`config.mk`:
```
export PLATFORM = sky130hd
export DESIGN_NAME = result_serializer
export DESIGN_NICKNAME = d
export VERILOG_FILES = /design/src/rtl/idann_pkg.sv /design/src/rtl/result_serializer_byte_sel.sv /design/src/rtl/result_serializer.sv
export SDC_FILE = /design/constraint.sdc
export NUM_CORES = 1
export LEC_CHECK = 0
export CORE_MARGIN = 10
export CORE_UTILIZATION = 25
export DETAILED_ROUTE_END_ITERATION = 8
export PLACE_DENSITY = 0.51
export SYNTH_ARGS = -nofsm -noshare
export SYNTH_HDL_FRONTEND = slang
export SYNTH_SLANG_ARGS = --single-unit
```
`constraint.sdc`:
```
create_clock -name clk_i -period 2.95 [get_ports clk_i]
set_clock_uncertainty 0.1 [all_clocks]
set_input_delay 0.59 -clock clk_i [delete_from_list [all_inputs] [get_ports clk_i]]
set_output_delay 0.59 -clock clk_i [all_outputs]
set_load 0.05 [all_outputs]
```
`src/rtl/idann_pkg.sv`:
```
// Shared constants and FSM state type for the result serializer.
package idann_pkg;

    localparam int          FINAL_W    = 23;
    localparam int          LOSS_W     = 46;
    localparam logic [7:0]  HDR        = 8'hA5;
    localparam int          FRAME_LEN  = 11;
    localparam int          FIN_BYTES  = 3;
    localparam int          LOSS_BYTES = 6;

    // FIN and LOSS leave when idx reaches their last byte position.
    localparam logic [2:0]  FIN_LAST   = 3'(FIN_BYTES - 1);
    localparam logic [2:0]  LOSS_LAST  = 3'(LOSS_BYTES - 1);

    typedef enum logic [2:0] {
        S_IDLE,
        S_HDR,
        S_FIN,
        S_LOSS,
        S_CSUM
    } ser_state_e;

endpackage

```
`src/rtl/result_serializer_byte_sel.sv`:
```
// Combinational byte picker: chooses the frame byte for the current state and index.
module ser_byte_sel
    import idann_pkg::*;
(
    input  ser_state_e          state,
    input  logic [2:0]          idx,
    input  logic [FINAL_W-1:0]  fin_q,
    input  logic [LOSS_W-1:0]   loss_q,
    input  logic [7:0]          csum,
    output logic [7:0]          byte_o
);

    logic [8*FIN_BYTES-1:0]  fin_ext;
    logic [8*LOSS_BYTES-1:0] loss_ext;

    assign fin_ext  = {{(8*FIN_BYTES-FINAL_W){1'b0}}, fin_q};
    assign loss_ext = {{(8*LOSS_BYTES-LOSS_W){1'b0}}, loss_q};

    always_comb begin
        byte_o = 8'h00;
        unique case (state)
            S_HDR:  byte_o = HDR;
            S_FIN: begin
                case (idx)
                    3'd0:    byte_o = fin_ext[7:0];
                    3'd1:    byte_o = fin_ext[15:8];
                    3'd2:    byte_o = fin_ext[23:16];
                    default: byte_o = 8'h00;
                endcase
            end
            S_LOSS: begin
                case (idx)
                    3'd0:    byte_o = loss_ext[7:0];
                    3'd1:    byte_o = loss_ext[15:8];
                    3'd2:    byte_o = loss_ext[23:16];
                    3'd3:    byte_o = loss_ext[31:24];
                    3'd4:    byte_o = loss_ext[39:32];
                    3'd5:    byte_o = loss_ext[47:40];
                    default: byte_o = 8'h00;
                endcase
            end
            S_CSUM: byte_o = csum;
            default: byte_o = 8'h00;
        endcase
    end

endmodule

```
`src/rtl/result_serializer.sv`:
```
// Latches one (final, loss) result on capture and streams it as an 11-byte
// HDR/final/loss/checksum frame over a byte-wide valid/ready link.
module result_serializer
    import idann_pkg::*;
(
    input  logic                clk_i,
    input  logic                rst_i,
    input  logic                en_i,
    input  logic                capture_i,
    input  logic [FINAL_W-1:0]  final_i,
    input  logic [LOSS_W-1:0]   loss_i,
    input  logic                ready_i,
    output logic [7:0]          byte_o,
    output logic                valid_o,
    output logic                busy_o,
    output logic                done_o,
    output logic                overrun_o
);

    ser_state_e          state_q, state_d;
    logic [2:0]          idx_q;
    logic [7:0]          csum_q;
    logic [FINAL_W-1:0]  fin_q;
    logic [LOSS_W-1:0]   loss_q;
    logic                done_q;
    logic                overrun_q;

    logic xfer, csum_xfer, cap_req, accept, drop, payload_xfer;

    assign valid_o      = (state_q != S_IDLE);
    assign busy_o       = (state_q != S_IDLE);
    assign done_o       = done_q;
    assign overrun_o    = overrun_q;

    assign xfer         = valid_o && ready_i;
    assign csum_xfer    = xfer && (state_q == S_CSUM);
    assign payload_xfer = xfer && ((state_q == S_FIN) || (state_q == S_LOSS));
    assign cap_req      = capture_i && en_i;
    // The checksum-transfer cycle frees the latch, so a capture there chains a new frame.
    assign accept       = cap_req && ((state_q == S_IDLE) || csum_xfer);
    assign drop         = cap_req && !accept;

    always_comb begin
        state_d = state_q;
        unique case (state_q)
            S_IDLE: if (accept) state_d = S_HDR;
            S_HDR:  if (xfer) state_d = S_FIN;
            S_FIN:  if (xfer && idx_q == FIN_LAST) state_d = S_LOSS;
            S_LOSS: if (xfer && idx_q == LOSS_LAST) state_d = S_CSUM;
            S_CSUM: if (xfer) state_d = accept ? S_HDR : S_IDLE;
            default: state_d = S_IDLE;
        endcase
    end

    always_ff @(posedge clk_i) begin
        if (rst_i) begin
            state_q   <= S_IDLE;
            idx_q     <= 3'd0;
            csum_q    <= 8'h00;
            fin_q     <= '0;
            loss_q    <= '0;
            done_q    <= 1'b0;
            overrun_q <= 1'b0;
        end else begin
            state_q <= state_d;
            done_q  <= csum_xfer;

            if (state_d != state_q) idx_q <= 3'd0;
            else if (payload_xfer)  idx_q <= idx_q + 3'd1;

            if (accept) begin
                fin_q  <= final_i;
                loss_q <= loss_i;
                csum_q <= 8'h00;
            end else if (payload_xfer) begin
                csum_q <= csum_q ^ byte_o;
            end

            if (drop) overrun_q <= 1'b1;
        end
    end

    ser_byte_sel u_byte_sel (
        .state  (state_q),
        .idx    (idx_q),
        .fin_q  (fin_q),
        .loss_q (loss_q),
        .csum   (csum_q),
        .byte_o (byte_o)
    );

endmodule
```
After elaboration in Yosys (flattened, before gate mapping)

Index checks and enable logic that the tools add are counted.

Add/subtract/negate cells: 1
Eq/ne operators: 10
Muxes and demuxes: 10
Bitwise logic cells: 1
Reductions and logical operators: 16

Operators with widths:

| kind                                                                   | number |
|---|---|
| 8-bit case mux with 6 select lines                                     | 1 |
| 8-bit case mux with 4 select lines                                     | 1 |
| 8-bit case mux with 3 select lines                                     | 1 |
| 3-bit two-way mux                                                      | 5 |
| 3-bit case mux with 5 select lines                                     | 1 |
| 3-bit by 2-bit equality test with 1-bit output (second input constant) | 4 |
| 3-bit equality test (second input constant)                            | 3 |
| 1-bit logical AND                                                      | 8 |
| 8-bit XOR                                                              | 1 |
| 3-bit by 1-bit equality test with 1-bit output (second input constant) | 2 |
| 3-bit zero test                                                        | 2 |
| 2-bit OR reduction                                                     | 2 |
| 3-bit by 1-bit adder with 3-bit output (second input constant)         | 1 |
| 3-bit inequality test                                                  | 1 |
| 3-bit nonzero test                                                     | 1 |
| 1-bit logical OR                                                       | 2 |
| 1-bit zero test                                                        | 1 |
| 1-bit two-way mux                                                      | 1 |

Flip-flop bits (word level): 85
Input port bits: 74
Output and inout bits: 12
Word-level logic and storage cells: 45

Longest topological paths before layout

Word-level depth: 10
Mapped depth: 10
Mapped depth without buffers: 7

Hierarchy

A second synthesis with hierarchy kept.

Cell total of the unflattened synthesis: 489
Area total of the unflattened synthesis: 3,886.2 um^2

By module, submodules not included:

| module            | instances | cells each | area an instance (um^2) | sequential area each (um^2) |
|---|---|---|---|---|
| result_serializer | 1         | 392        | 3,174.3                 | 1,701.6 |
| ser_byte_sel      | 1         | 97         | 711.9                   | 0.0 |

Worst setup path after synthesis

No wires, ideal clock.

Kind: register to output
From: register idx_q[2]
To: output port byte_o[6]
Data arrival time: 1.997 ns
Data required time: 2.260 ns
Path slack: 0.263 ns
Cell stages (with the launch flop): 10
Path buffers: 3
Path through: dfxtp_1 > buf_2 > buf_2 > inv_1 > ha_1 > buf_1 > nor3_1 > a21oi_1 > a222oi_1 > inv_1

Cells in the longest elaborated chain, start to end: 3
Elaborated cells between the ends (all ways): 9
Classes of those cells: eq/ne (5); mux (3); reduce/logical (1)

Ends and longest elaborated chain:

| what                                                                                     | line                                                               | text |
|---|---|---|
| from (decl)                                                                              | result_serializer.sv:21                                            | `logic [2:0] idx_q;` |
| from (signal assigned)                                                                   | result_serializer.sv:69                                            | `else if (payload_xfer) idx_q <= idx_q + 3'd1;` |
| 3-bit equality test (tied with other cells)                                              | result_serializer_byte_sel.sv:32                                   | `case (idx)` |
| 8-bit case mux with 6 select lines or 8-bit case mux with 3 select lines (tied branches) | result_serializer_byte_sel.sv:32, result_serializer_byte_sel.sv:24 |  |
| 8-bit case mux with 4 select lines (*)                                                   | result_serializer_byte_sel.sv:21                                   | `unique case (state)` |
| to (decl)                                                                                | result_serializer.sv:13                                            | `output logic [7:0] byte_o,` |

Every way passes the cells marked *; elsewhere a longest branch is shown, timed or not.

Worst setup path in the final report

From: register idx_q[0]
To: output port byte_o[6]

The elaborated chain is that of the path after synthesis.

==> metrics.txt <==
f_max 344 MHz; Slowest cell on crit path a222oi_1; sequence of cells on the critical path ha_1, ha_4, a32oi_1, o211ai_1, a222oi_1, inv_1, buf_6; Worst EP arrival 2.22 ns; Final ANT Viol Nets 0; register area 1710 um^2; register area share after synthesis 42.8%; most frequent cell after synthesis nand2_1; core region area 15700 um^2; Multi-input gate area 2090 um^2; starting DRC count in detailed routing 280; Fill cells 1646; Worst-Margin Slew 0.682 ns; first-pass GRT wire length 20200 um; Synth top area share 42.8%; DR pass1 iterations 6; # clock sinks 85; All-Layer GR Usage 11.8%; WL final 12800 um; layout cells sized above 1 12.0%; ant diodes 0; Die ar. 21300 um^2; nets@finish 666; Post-synth EDFFs 0; cts hold-fix bufs 0; Post-Place Cells 783; fin util 34.7%; dpl hpwl 9860 um; Yosys warnings 0; pwr dens 533 nW/um^2; final std cells w/o fill 808; Max-Cap Viols 0; die height 146 um; crit path from idx_q[0]; IO buf count 85; largest net degree at the start of global routing 70; asr flop ratio synth 0%; register bit total from synthesis 85; H-tree Lvls 3; vias in the first global route 3857; count of cell types in the netlist 49; Avg Vias per Cell 4.79; Area Growth Syn to Fin 37.1%; Synthesized Nets 591; peak supply drop 0.000284 V; setup TNS 0 ns; minimum clock period 2.91 ns; final hold violation count 0; Max Slew Vio Count 0; CTS tree done; Synth Cell Area 3970 um^2; startpoint type of the worst setup path flop; largest area contributor in the netlist dfxtp_1; Slew headroom 54.5%; Worst Path Required 2.26 ns; r2r startpoint idx_q[1]; # rows 46; critical-path maximum fanout 5; hold wc startpoint loss_q[9]; Final Cycle Share 98.7%; root buf cell clkbuf_16; Worst path max stage delay 0.49 ns; run status finished, final reports clean; Worst Setup End Kind primary output; Min-Delay Path Class reg2reg; Post-synth top cells 167 x nand2_1, 85 x dfxtp_1, 82 x a21oi_1; I/O Pins 86; Gate Count Post-Synth 512; clock transition at the registers of the reported paths 0.07 ns; vias 3873; P_leak 1.95 nW; initial antenna violation count 0; DRC 0; Setup violations, final 0; mean area per synthesized cell 7.76 um^2; CTS buffer count 9; RSZ-0062 raised after global routing true; drt wl/cell 15.9 um; top post-synthesis cells by area dfxtp_1 43%, nand2_1 16%, a21oi_1 10%; chip width 146 um; CTS Buffer Depth 2; total gr overflow 0; placer congestion estimate 0.904; clk_lat worst skew 0.34 ns; Starting Density 25.3%; Crit Path Category reg2out; dominant synthesized flop cell dfxtp_1
[worst max-delay path: cells and delay by family (launching register included)]
| family | cells | cell delay (ns) |
|---|---|---|
| flops | 1 | 0.37 |
| buf+inv | 2 | 0.27 |
| compound gates | 3 | 0.80 |
| fa+ha+maj | 2 | 0.44 |
[power by group]
group / total (mW) / switching, mW / internal (mW) / leakage, nW
Clock: 1.17 / 0.501 / 0.672 / 0.155
Combinational: 0.475 / 0.259 / 0.216 / 1.10
Sequential: 1.25 / 0.0492 / 1.21 / 0.693
[cells in the final DEF, fill, tap and decap left out, drive strengths merged, types with 2 or more instances in the layout]
cell           count
a211oi             3
nand3b             4
nand3              5
a31oi              7
buf               29
clkdlybuf4s50     76
a22oi              9
mux2i              6
o211ai             2
nor4b              2
clkbuf             9
nand4              3
a221o              7
o21ai              5
a32oi              3
inv               10
a41oi              2
nand2b             2
and2               3
nor3               4
dfxtp             85
mux2               8
nor2              16
a222oi             7
clkinv             3
or3                8
a21oi             82
ha                 5
and3               3
nand2            167
or2                3
[worst paths after layout]
path	to	slack, ns	cells after the start
worst min-delay path	loss_q[9]	0.35	2
worst max register to register	csum_q[2]	0.86	7
worst max-delay path	byte_o[6]	0.04	7
worst min register to register	loss_q[9]	0.35	2
[state kept, by name, indices dropped and copies added (netlist names)]
name	flops
overrun_o	1
fin_q	23
loss_q	46
done_o	1
csum_q	8
state_q	3
idx_q	3
[metal layers]
layer,vias up,GRT usage (%),routed length [um]
met4,0,3.65,213
met2,138,19.4,6080
met3,20,3.55,910
met1,1788,14.5,5640
met5,-,0,0
li1,1927,-,-
[cell families after synthesis]
family | share of synthesized area (%)
simple gates | 24.3
fa+ha+maj | 1.57
flops | 42.8
mux | 3.78
xor+xnor | 0.441
buf+inv | 5.95
compound gates | 21.2
[timing repair]
action | in CTS | in global routing
buffers inserted | 0 | 9
endpoints found under the setup margin | 8 | 7
resized for setup | 9 | 8
pin swaps | 3 | 8
[metrics by stage]
stage               setup slack (ns)  hold WS [ns]  power [mW]  cell area (um^2)
finish                        0.0389         0.355        2.90              5450
global route                 -0.0245         0.374        3.03              5450
CTS                         -0.00600         0.357        2.93              5330
detailed placement             0.140         0.347        1.75              4980
global placement               0.249         0.346        1.75              4980
floorplan                      0.263         0.333        1.54              3970
[cell type report]
type | instances | area share (%)
multi-input cells | 379 | 38.4
flip-flops and latches | 85 | 31.4
repair buffers | 105 | 19.1
clock inverters | 7 | 1.52
inverters | 7 | 0.528
well taps | 216 | 4.96
clock buffers | 9 | 4.14
Power figures use the tool's default switching activity.
